<file path="config.mk">
export PLATFORM = sky130hd
export DESIGN_NAME = key_event_decoder
export DESIGN_NICKNAME = d
export VERILOG_FILES = /design/src/rtl/key_pkg.sv /design/src/rtl/key_fifo.sv /design/src/rtl/key_event_decoder.sv
export SDC_FILE = /design/constraint.sdc
export NUM_CORES = 1
export LEC_CHECK = 0
export BUFFER_PORTS_ARGS = -buffer_cell sky130_fd_sc_hd__buf_2
export CAP_MARGIN = 20
export CORE_AREA = 2 2 55 57
export DETAILED_ROUTE_END_ITERATION = 12
export DIE_AREA = 0 0 57 59
export GPL_TIMING_DRIVEN = 0
export PLACE_DENSITY = 0.71
export REMOVE_ABC_BUFFERS = 1
export SLEW_MARGIN = 30
export SYNTH_ARGS = -nofsm -noshare
export SYNTH_HDL_FRONTEND = slang
export SYNTH_HIERARCHICAL = 1
export SYNTH_SLANG_ARGS = --single-unit
</file>
<file path="constraint.sdc">
create_clock -name clk -period 2.4 [get_ports clk]
set_input_delay 0.12 -clock clk [delete_from_list [all_inputs] [get_ports clk]]
set_output_delay 0.12 -clock clk [all_outputs]
set_load 0.02 [all_outputs]
</file>
<file path="src/rtl/key_pkg.sv">
// Shared types and key encodings for the key event decoder.
// Key constants match the stopwatch one-hot state encoding.
package key_pkg;

  typedef enum logic [1:0] {
    WAIT_PRESS   = 2'd0,
    WAIT_RELEASE = 2'd1,
    HOLDOFF      = 2'd2
  } key_dec_state_t;

  localparam logic [2:0] KEY_RUN   = 3'b001;
  localparam logic [2:0] KEY_CLEAR = 3'b010;
  localparam logic [2:0] KEY_IDLE  = 3'b100;

endpackage

</file>
<file path="src/rtl/key_fifo.sv">
// First-word fall-through event FIFO; head shows the oldest entry.
// A push while full is accepted only alongside a pop.
module key_fifo #(
  parameter int WIDTH = 3,
  parameter int DEPTH = 4
) (
  input  logic                       clk,
  input  logic                       rst,
  input  logic                       push,
  input  logic [WIDTH-1:0]           push_data,
  input  logic                       pop,
  output logic [WIDTH-1:0]           head,
  output logic [$clog2(DEPTH+1)-1:0] count,
  output logic                       full
);

  localparam int AW = (DEPTH > 1) ? $clog2(DEPTH) : 1;
  localparam int CW = $clog2(DEPTH+1);

  logic [WIDTH-1:0] mem [DEPTH];
  logic [AW-1:0]    wr_ptr;
  logic [AW-1:0]    rd_ptr;
  logic             do_push;
  logic             do_pop;

  assign full    = (count == CW'(DEPTH));
  assign do_pop  = pop && (count != '0);
  assign do_push = push && (!full || do_pop);
  assign head    = mem[rd_ptr];

  // Storage array; contents are don't-care until written.
  always_ff @(posedge clk) begin
    if (do_push)
      mem[wr_ptr] <= push_data;
  end

  // Pointers wrap naturally since DEPTH is a power of two.
  always_ff @(posedge clk or posedge rst) begin
    if (rst) begin
      wr_ptr <= '0;
      rd_ptr <= '0;
      count  <= '0;
    end else begin
      if (do_push)
        wr_ptr <= wr_ptr + 1'b1;
      if (do_pop)
        rd_ptr <= rd_ptr + 1'b1;
      if (do_push && !do_pop)
        count <= count + 1'b1;
      else if (!do_push && do_pop)
        count <= count - 1'b1;
    end
  end

endmodule

</file>
<file path="src/rtl/key_event_decoder.sv">
// Turns each debounced key press into one queued one-hot event.
// Optional auto-repeat: define KEY_DECODER_REPEAT_EN.
module key_event_decoder #(
  parameter int KEYS          = 3,
  parameter int DEPTH         = 4,
  parameter int HOLDOFF       = 5,
  parameter int REPEAT_DELAY  = 50,
  parameter int REPEAT_PERIOD = 10
) (
  input  logic                       clk,
  input  logic                       rst,
  input  logic [KEYS-1:0]            code,
  input  logic                       strobe,
  input  logic                       evt_ready,
  output logic                       evt_valid,
  output logic [KEYS-1:0]            evt_key,
  output logic [$clog2(DEPTH+1)-1:0] count,
  output logic                       overflow,
  output logic                       error
);

  import key_pkg::*;

  localparam int HW = (HOLDOFF > 1) ? $clog2(HOLDOFF) : 1;

  key_dec_state_t  state;
  logic [HW-1:0]   hold_cnt;
  logic            code_any;
  logic            code_ok;
  logic            accept;
  logic            press_push;
  logic            rep_push;
  logic            push;
  logic            pop;
  logic            full;
  logic [KEYS-1:0] push_data;
  logic [KEYS-1:0] head;

  assign code_any   = |code;
  assign code_ok    = $onehot(code);
  assign accept     = (state == WAIT_PRESS) && strobe && code_any;
  assign press_push = accept && code_ok;
  assign push       = press_push || rep_push;
  assign pop        = evt_valid && evt_ready;
  assign evt_valid  = (count != '0);
  assign evt_key    = evt_valid ? head : '0;

  // Press / release / hold-off sequencing; hold-off restarts on bounce.
  always_ff @(posedge clk or posedge rst) begin
    if (rst) begin
      state    <= WAIT_PRESS;
      hold_cnt <= '0;
    end else begin
      unique case (state)
        WAIT_PRESS: begin
          if (strobe && code_any)
            state <= WAIT_RELEASE;
        end
        WAIT_RELEASE: begin
          if (!strobe) begin
            if (HOLDOFF == 0) begin
              state <= WAIT_PRESS;
            end else begin
              state    <= key_pkg::HOLDOFF;
              hold_cnt <= HW'(HOLDOFF - 1);
            end
          end
        end
        key_pkg::HOLDOFF: begin
          if (strobe)
            state <= WAIT_RELEASE;
          else if (hold_cnt == '0)
            state <= WAIT_PRESS;
          else
            hold_cnt <= hold_cnt - 1'b1;
        end
        default: state <= WAIT_PRESS;
      endcase
    end
  end

`ifdef KEY_DECODER_REPEAT_EN
  localparam int RMAX = (REPEAT_DELAY > REPEAT_PERIOD) ?
                        REPEAT_DELAY : REPEAT_PERIOD;
  localparam int RW   = $clog2(RMAX + 1);

  logic            rep_ok;
  logic            rep_phase;
  logic [RW-1:0]   rep_cnt;
  logic [KEYS-1:0] rep_key;
  logic            rep_run;

  assign rep_run  = (state == WAIT_RELEASE) && strobe && rep_ok;
  assign rep_push = rep_run &&
                    (rep_phase ? (rep_cnt == RW'(REPEAT_PERIOD - 1))
                               : (rep_cnt == RW'(REPEAT_DELAY - 1)));
  assign push_data = press_push ? code : rep_key;

  // Hold timer: first repeat after the delay, then every period.
  always_ff @(posedge clk or posedge rst) begin
    if (rst) begin
      rep_ok    <= 1'b0;
      rep_phase <= 1'b0;
      rep_cnt   <= '0;
      rep_key   <= '0;
    end else if (accept) begin
      rep_ok    <= code_ok;
      rep_key   <= code;
      rep_phase <= 1'b0;
      rep_cnt   <= '0;
    end else if (rep_run) begin
      if (rep_push) begin
        rep_cnt   <= '0;
        rep_phase <= 1'b1;
      end else begin
        rep_cnt <= rep_cnt + 1'b1;
      end
    end else begin
      rep_phase <= 1'b0;
      rep_cnt   <= '0;
    end
  end
`else
  assign rep_push  = 1'b0;
  assign push_data = code;
`endif

  // Sticky fault flags; only reset clears them.
  always_ff @(posedge clk or posedge rst) begin
    if (rst) begin
      overflow <= 1'b0;
      error    <= 1'b0;
    end else begin
      if (push && full && !pop)
        overflow <= 1'b1;
      if (accept && !code_ok)
        error <= 1'b1;
    end
  end

  key_fifo #(
    .WIDTH (KEYS),
    .DEPTH (DEPTH)
  ) u_fifo (
    .clk       (clk),
    .rst       (rst),
    .push      (push),
    .push_data (push_data),
    .pop       (pop),
    .head      (head),
    .count     (count),
    .full      (full)
  );

endmodule

</file>
==> metrics, run 1 <==
Die W 57 um; Slew headroom 71.5%; last weighted congestion value of the routability-driven placer 0.818; count of final setup violators 0; syn avg cell area 13.0 um2; R2R setup slack 0.11 ns; maximum number of pins on one net before global-route repair 16; number of nets with antenna violations after detailed routing 0; Port-buffer cells 15; buffer depth of the longest clock path 2; areal power density over the cells 1180 nW/um2; Min Clock Period, post-route 2.29 ns; TritonCTS Sinks 26; final hold violations 0; cell taking the most area after synthesis edfxtp_1; TritonCTS clock tree done; LEAKAGE 0.000696 uW; result of the run finished clean; Final Power 1910 uW; fin crit share 95.6%; clock-pin slew of the registers on the worst-case setup and hold paths 0.15 ns; Die Outline Area 3360 um2; number of placed instances, taps included 146; most used flip-flop cell after synthesis dfrtp_1; most used cells in the layout excluding fill and tap cells buf_2 (15), inv_1 (12), buf_4 (12), edfxtp_1 (12), dfrtp_1 (9); insertion delay to the later sink of the worst-skew pair 0.32 ns; DRT iter0 DRCs 33; instance count of the mapped netlist 103; share of layout cells above drive strength 1 40.2%; leading cell types by total area after synthesis edfxtp_1 (27%), dfrtp_1 (26%), ha_1 (6.5%); worst setup timing slack at the placement stage -0.202 ns; most common library cell in the layout ignoring fill and taps buf_2; maximum VDD drop 809 uV; number of global-route vias before repair 814; top cell type's share of synthesized area 26.8%; Critical R2R Launch state[0]$_DFFE_PP0P_; number of antenna violations at the first check in global routing 0; worst setup margin 0.105 ns; Max-Cap Viols 0; area added between synthesis and finish 20.5%; depth of the CTS H-tree 1; peak fanout along the critical path 5; sink of the worst hold path u_fifo/mem[0][1]$_DFFE_PP_; endpoint kind of the worst setup timing path flip-flop; setup repair after global routing missed its margin true; fraction of the yosys area taken by sequential cells 52.9%; total DRC errors in the routed layout 0; worst-case clock skew 0.0109 ns; data arrival time of the worst path 2.54 ns; grt total ovfl 0; total core area 2710 um2; Clock Tree Root clkbuf_4; required time at the endpoint of the critical path 2.65 ns; number of placement rows 19; achievable frequency 436 MHz; global-route usage over all layers 14.8%; fill count 216; class of the tightest hold or removal check in2reg; clock buffer count from CTS 3; startpoint-to-endpoint class of the critical path reg2reg; capturing point of the worst reg2reg path u_fifo/count[2]$_DFFE_PP0P_; slew at the pin with the worst max-slew slack 0.422 ns; Slew Limit Fails 0; Starting Density 49.6%; register bit total from synthesis 26; first-pass detailed-route iteration total 4; dpl hpwl 1610 um; IO Count 16; routed len/inst 13.7 um; Vias 848; Min-Delay Startpoint code[1]; post-detailed-route via-to-cell ratio 5.20; global-route wire length before repair 3690 um; yosys synthesis warning count 6; total standard cell area after synthesis 1340 um2; CP Launch Type flip-flop; antenna fix cells 0; Cells on Worst Hold Path 1; async set or reset register ratio after synthesis 53.8%; vertical extent of the die 59 um; EDFF count, synth 12; logic depth of the worst register-to-register path 9; Post-layout nets 149; non-filler instance count after layout 163; unique cell type count in the Yosys netlist 36; drt total wl 2240 um
-- stage by stage --
stage / TNS (ns) / hold WS (ns) / instance area, um2 / utilization (%)
global placement: -0.145 / 0.0677 / 1440 / 53.0
CTS: 0 / 0.0348 / 1530 / 56.5
global route: -0.0330 / 0.0146 / 1620 / 59.7
floorplan: -0.0526 / -0.0766 / 1320 / -
detailed placement: -0.354 / 0.0704 / 1440 / 53.0
finish: 0 / 0.0363 / 1620 / 59.7
-- power by group --
part	internal (uW)	total [uW]	switching (uW)
registers	594	723	129
logic	453	890	437
clock network	169	301	132
total	1220	1910	698
-- Yosys cell counts, types with 2 or more instances --
cell and count:
a21o_1 2, a21oi_1 3, and2_1 3, and2_2 4
dfrtp_1 14, edfxtp_1 12, fa_1 2, ha_1 7
inv_1 13, mux4_2 3, nand2_1 2, nor2_1 3
nor3_1 2, nor4_1 2, o21ai_1 5, xnor2_1 4
xor2_1 3
-- logic make-up (layout without fill, tap and decap cells) --
family                   after synthesis  after routing  synth area share (%)
adder cells (fa/ha/maj)                9              9                  9.50
AND/OR/NAND/NOR                       23             23                  11.8
flip-flops                            26             26                  52.9
buffers and inverters                 16             45                  5.21
AO/OA/AOI/OAI                         17             17                  9.03
XOR/XNOR                               7              7                  4.56
multiplexers                           5              5                  6.98
-- worst max path at each step --
| stage | cells past startpoint | start | end |
|---|---|---|---|
| after CTS | 10 | u_fifo/count[1]$_DFFE_PP0P_ | u_fifo/count[2]$_DFFE_PP0P_ |
| final | 9 | state[0]$_DFFE_PP0P_ | u_fifo/count[2]$_DFFE_PP0P_ |
| after floorplan | 9 | u_fifo/count[1]$_DFFE_PP0P_ | u_fifo/count[1]$_DFFE_PP0P_ |
| after global routing | 9 | state[0]$_DFFE_PP0P_ | u_fifo/count[2]$_DFFE_PP0P_ |
| after global placement | 9 | state[0]$_DFFE_PP0P_ | u_fifo/count[2]$_DFFE_PP0P_ |
| after detailed placement | 9 | state[0]$_DFFE_PP0P_ | u_fifo/count[2]$_DFFE_PP0P_ |
-- sequential cells by signal (all words and copies together), names as in the netlist --
signal         cells
error              1
u_fifo/rd_ptr      2
u_fifo/mem        12
overflow           1
hold_cnt           3
u_fifo/count       3
u_fifo/wr_ptr      2
state              2
-- layer usage --
layer,up-vias,part of all wire (%),track usage [%]
met5,-,0,0
met4,0,0.85,6.98
met3,2,3.8,2.18
met2,17,49,23.8
met1,412,46,20.0
li1,417,-,-
-- layout make-up --
type	count	area [um2]	area share (%)
Tap cell	31	38.8	2.40
Timing Repair Buffer	28	175	10.8
Multi-Input combinational cell	61	587	36.2
Sequential cell	26	717	44.3
Clock buffer	3	22.5	1.39
Inverter	13	48.8	3.01
Clock inverter	1	30.0	1.85
-- critical path: stages, from the launching register on --
cell	delay (ns)
dfrtp_2	0.47
nor4b_4	0.30
and3b_1	0.24
a21boi_4	0.19
ha_2	0.20
inv_2	0.04
fa_2	0.33
xor2_1	0.15
nor2_1	0.14
xor2_1	0.16
-- what timing repair did --
item | in CTS | in global routing
endpoints found under the hold margin | 14 | 0
gates cloned | 0 | 0
pin swaps | 1 | 5
setup endpoints to repair | 2 | 2
setup buffers | 2 | 10
hold buffers | 1 | 0
gates resized for setup | 6 | 5
(Power assumes the default switching activity.)
==> run 2: changes to the inputs <==
Settings changed: CORE_AREA 2 2 55 57 to 2 2 45 68, DIE_AREA 0 0 57 59 to 0 0 47 70, PLACE_DENSITY 0.71 to 0.72.
==> run 2 against run 1 <==
Against the previous run: power is 1.3% lower; fmax is 0.69% lower; wire length is 10% higher; critical path depth stayed put; final area is 0.85% higher; non-clock buffer count is 1 higher; clock skew is 0.0053 ns lower; final cell count is 5.5% higher; global-route usage is 0.45 points higher; clock power is 18% lower; setup slack worse by 0.016 ns; critical endpoint unchanged.
==> metrics, run 2 (synthesis gave the netlist of run 1 again) <==
global-route wire length before repair 3660 um (-0.76%); maximum number of pins on one net before global-route repair 15 (-1); post-detailed-route via-to-cell ratio 5.01 (-3.7%); Die Outline Area 3290 um2 (-2.2%); Post-layout nets 150 (+0.67%); fin crit share 96.3% (+0.67 points); Reg with most FFs u_fifo/mem; Port-buffer cells 15 (unchanged); combined area of the multi-input logic cells 591 um2 (+0.64%); setup repair after global routing missed its margin true; Starting Density 48.6% (-0.94 points); IO Count 16 (unchanged); peak fanout along the critical path 5 (unchanged); startpoint-to-endpoint class of the critical path reg2reg; required time at the endpoint of the critical path 2.59 ns (-0.06 ns); endpoint kind of the worst setup timing path flip-flop; TritonCTS clock tree done; last weighted congestion value of the routability-driven placer 0.711 (-13%); Vias 862 (+1.7%); Min Clock Period, post-route 2.31 ns (+0.0160 ns); Max-Cap Viols 0 (unchanged); clock-pin slew of the registers on the worst-case setup and hold paths 0.09 ns (-0.06 ns); global-route usage over all layers 15.3% (+0.45 points); TritonCTS Sinks 26 (unchanged); post-layout utilization of the core 59.1% (-0.64 points); total core area 2760 um2 (+1.9%); share of layout cells above drive strength 1 41.4% (+1.2 points); vertical extent of the die 70 um (+19%); final hold violations 0 (unchanged); first-pass detailed-route iteration total 2 (-2); Slew Limit Fails 0 (unchanged); max FFs per register 12 (unchanged); number of antenna violations at the first check in global routing 0 (unchanged); Slew headroom 74.0% (+2.5 points); total DRC errors in the routed layout 0 (unchanged); number of nets with antenna violations after detailed routing 0 (unchanged); most common library cell in the layout ignoring fill and taps buf_2; dpl hpwl 1740 um (+8.0%); depth of the CTS H-tree 1 (unchanged); areal power density over the cells 1160 nW/um2 (-2.1%); slew at the pin with the worst max-slew slack 0.385 ns (-0.0371 ns); LEAKAGE 0.000695 uW (-0.10%); data arrival time of the worst path 2.50 ns (-0.04 ns); maximum VDD drop 530 uV (-34%); routed len/inst 14.4 um (+4.5%); worst-case clock skew 0.00557 ns (-0.00534 ns); drt total wl 2470 um (+10%); most used cells in the layout excluding fill and tap cells buf_2 (15), buf_4 (13), inv_1 (12), edfxtp_1 (12), dfrtp_1 (9); fill count 241 (+12%); result of the run finished clean; CP Launch Type flip-flop; Post-Route Hold Slack 0.106 ns (+0.0697 ns); number of placement rows 24 (+5); grt total ovfl 0 (unchanged); clock buffer count from CTS 3 (unchanged); buffer depth of the longest clock path 2 (unchanged); DRT iter0 DRCs 11 (-67%); antenna fix cells 0 (unchanged); worst setup timing slack at the placement stage -0.206 ns (-0.00375 ns); Final Power 1890 uW (-1.3%); insertion delay to the later sink of the worst-skew pair 0.26 ns (-0.06 ns); number of global-route vias before repair 807 (-0.86%); class of the tightest hold or removal check in2reg; area added between synthesis and finish 21.5%; Clock Tree Root clkbuf_8; area occupied by registers 717 um2 (unchanged); top flop regs u_fifo/mem (12), hold_cnt (3), u_fifo/count (3); worst setup margin 0.0891 ns (-0.0160 ns); count of final setup violators 0 (unchanged); achievable frequency 433 MHz (-0.69%); Die W 47 um (-18%); R2R setup slack 0.09 ns (-0.02 ns)
run 2: changes by cell type in the layout (fill, tap and decap cells not counted), sizes merged:
cell,delta
bufinv,-1
buf,+1
clkbuf,+1
run 2: path summary, 6_finish.rpt:
kind | startpoint | cells after the start | end
min | code[2] | 1 | u_fifo/mem[1][2]$_DFFE_PP_
max reg2reg | state[1]$_DFFE_PP0P_ | 9 | u_fifo/count[2]$_DFFE_PP0P_
max | state[1]$_DFFE_PP0P_ | 9 | u_fifo/count[2]$_DFFE_PP0P_
max in group asynchronous | rst | 3 | state[1]$_DFFE_PP0P_
min reg2reg | error$_DFFE_PP0P_ | 1 | error$_DFFE_PP0P_
min in group asynchronous | rst | 3 | u_fifo/wr_ptr[0]$_DFFE_PP0P_
run 2: metrics by stage:
step | instance area [um2] | setup TNS [ns] | std cells
detailed placement | 1450 | -0.384 | 154
global placement | 1450 | -0.193 | 154
CTS | 1540 | 0 | 162
global route | 1630 | -0.0449 | 172
finish | 1630 | 0 | 172
floorplan | 1320 | -0.0526 | 100
run 2: critical path: stages, from the launching register on:
cell and delay, ns:
dfrtp_2 0.45, nor4b_4 0.33, and3b_2 0.26, a21boi_4 0.19, ha_2 0.22, inv_2 0.04
fa_2 0.32, xor2_1 0.14, nor2_1 0.13, xor2_1 0.15
run 2: power breakdown:
part	switching, uW	total (uW)	internal, uW	leakage [uW]
combinational	442	901	459	0.000405
sequential	146	740	595	0.000267
clock	129	248	118	0.0000228
total	717	1890	1170	0.000695
run 2: per-layer routing:
metal  track usage [%]  wire length [um]  up-vias
li1                  -                 -      419
met1              17.9               964      429
met2              27.4              1430       12
met3              2.33                63        2
met4              3.70                12        0
met5                 0                 0        -
run 2: layout make-up:
type,count,share of cell area [%]
Timing Repair Buffer,29,11.2
Sequential cell,26,43.9
Clock buffer,4,2.76
Inverter,13,2.99
Tap cell,39,2.99
Multi-Input combinational cell,61,36.2
run 2: repair_timing:
action / 4_1_cts / 5_1_grt
setup buffers: 3 / 10
gates cloned: 0 / 0
endpoints found under the setup margin: 2 / 2
hold buffers: 1 / 0
pin swaps: 1 / 5
endpoints found under the hold margin: 14 / 0
gates resized for setup: 5 / 8
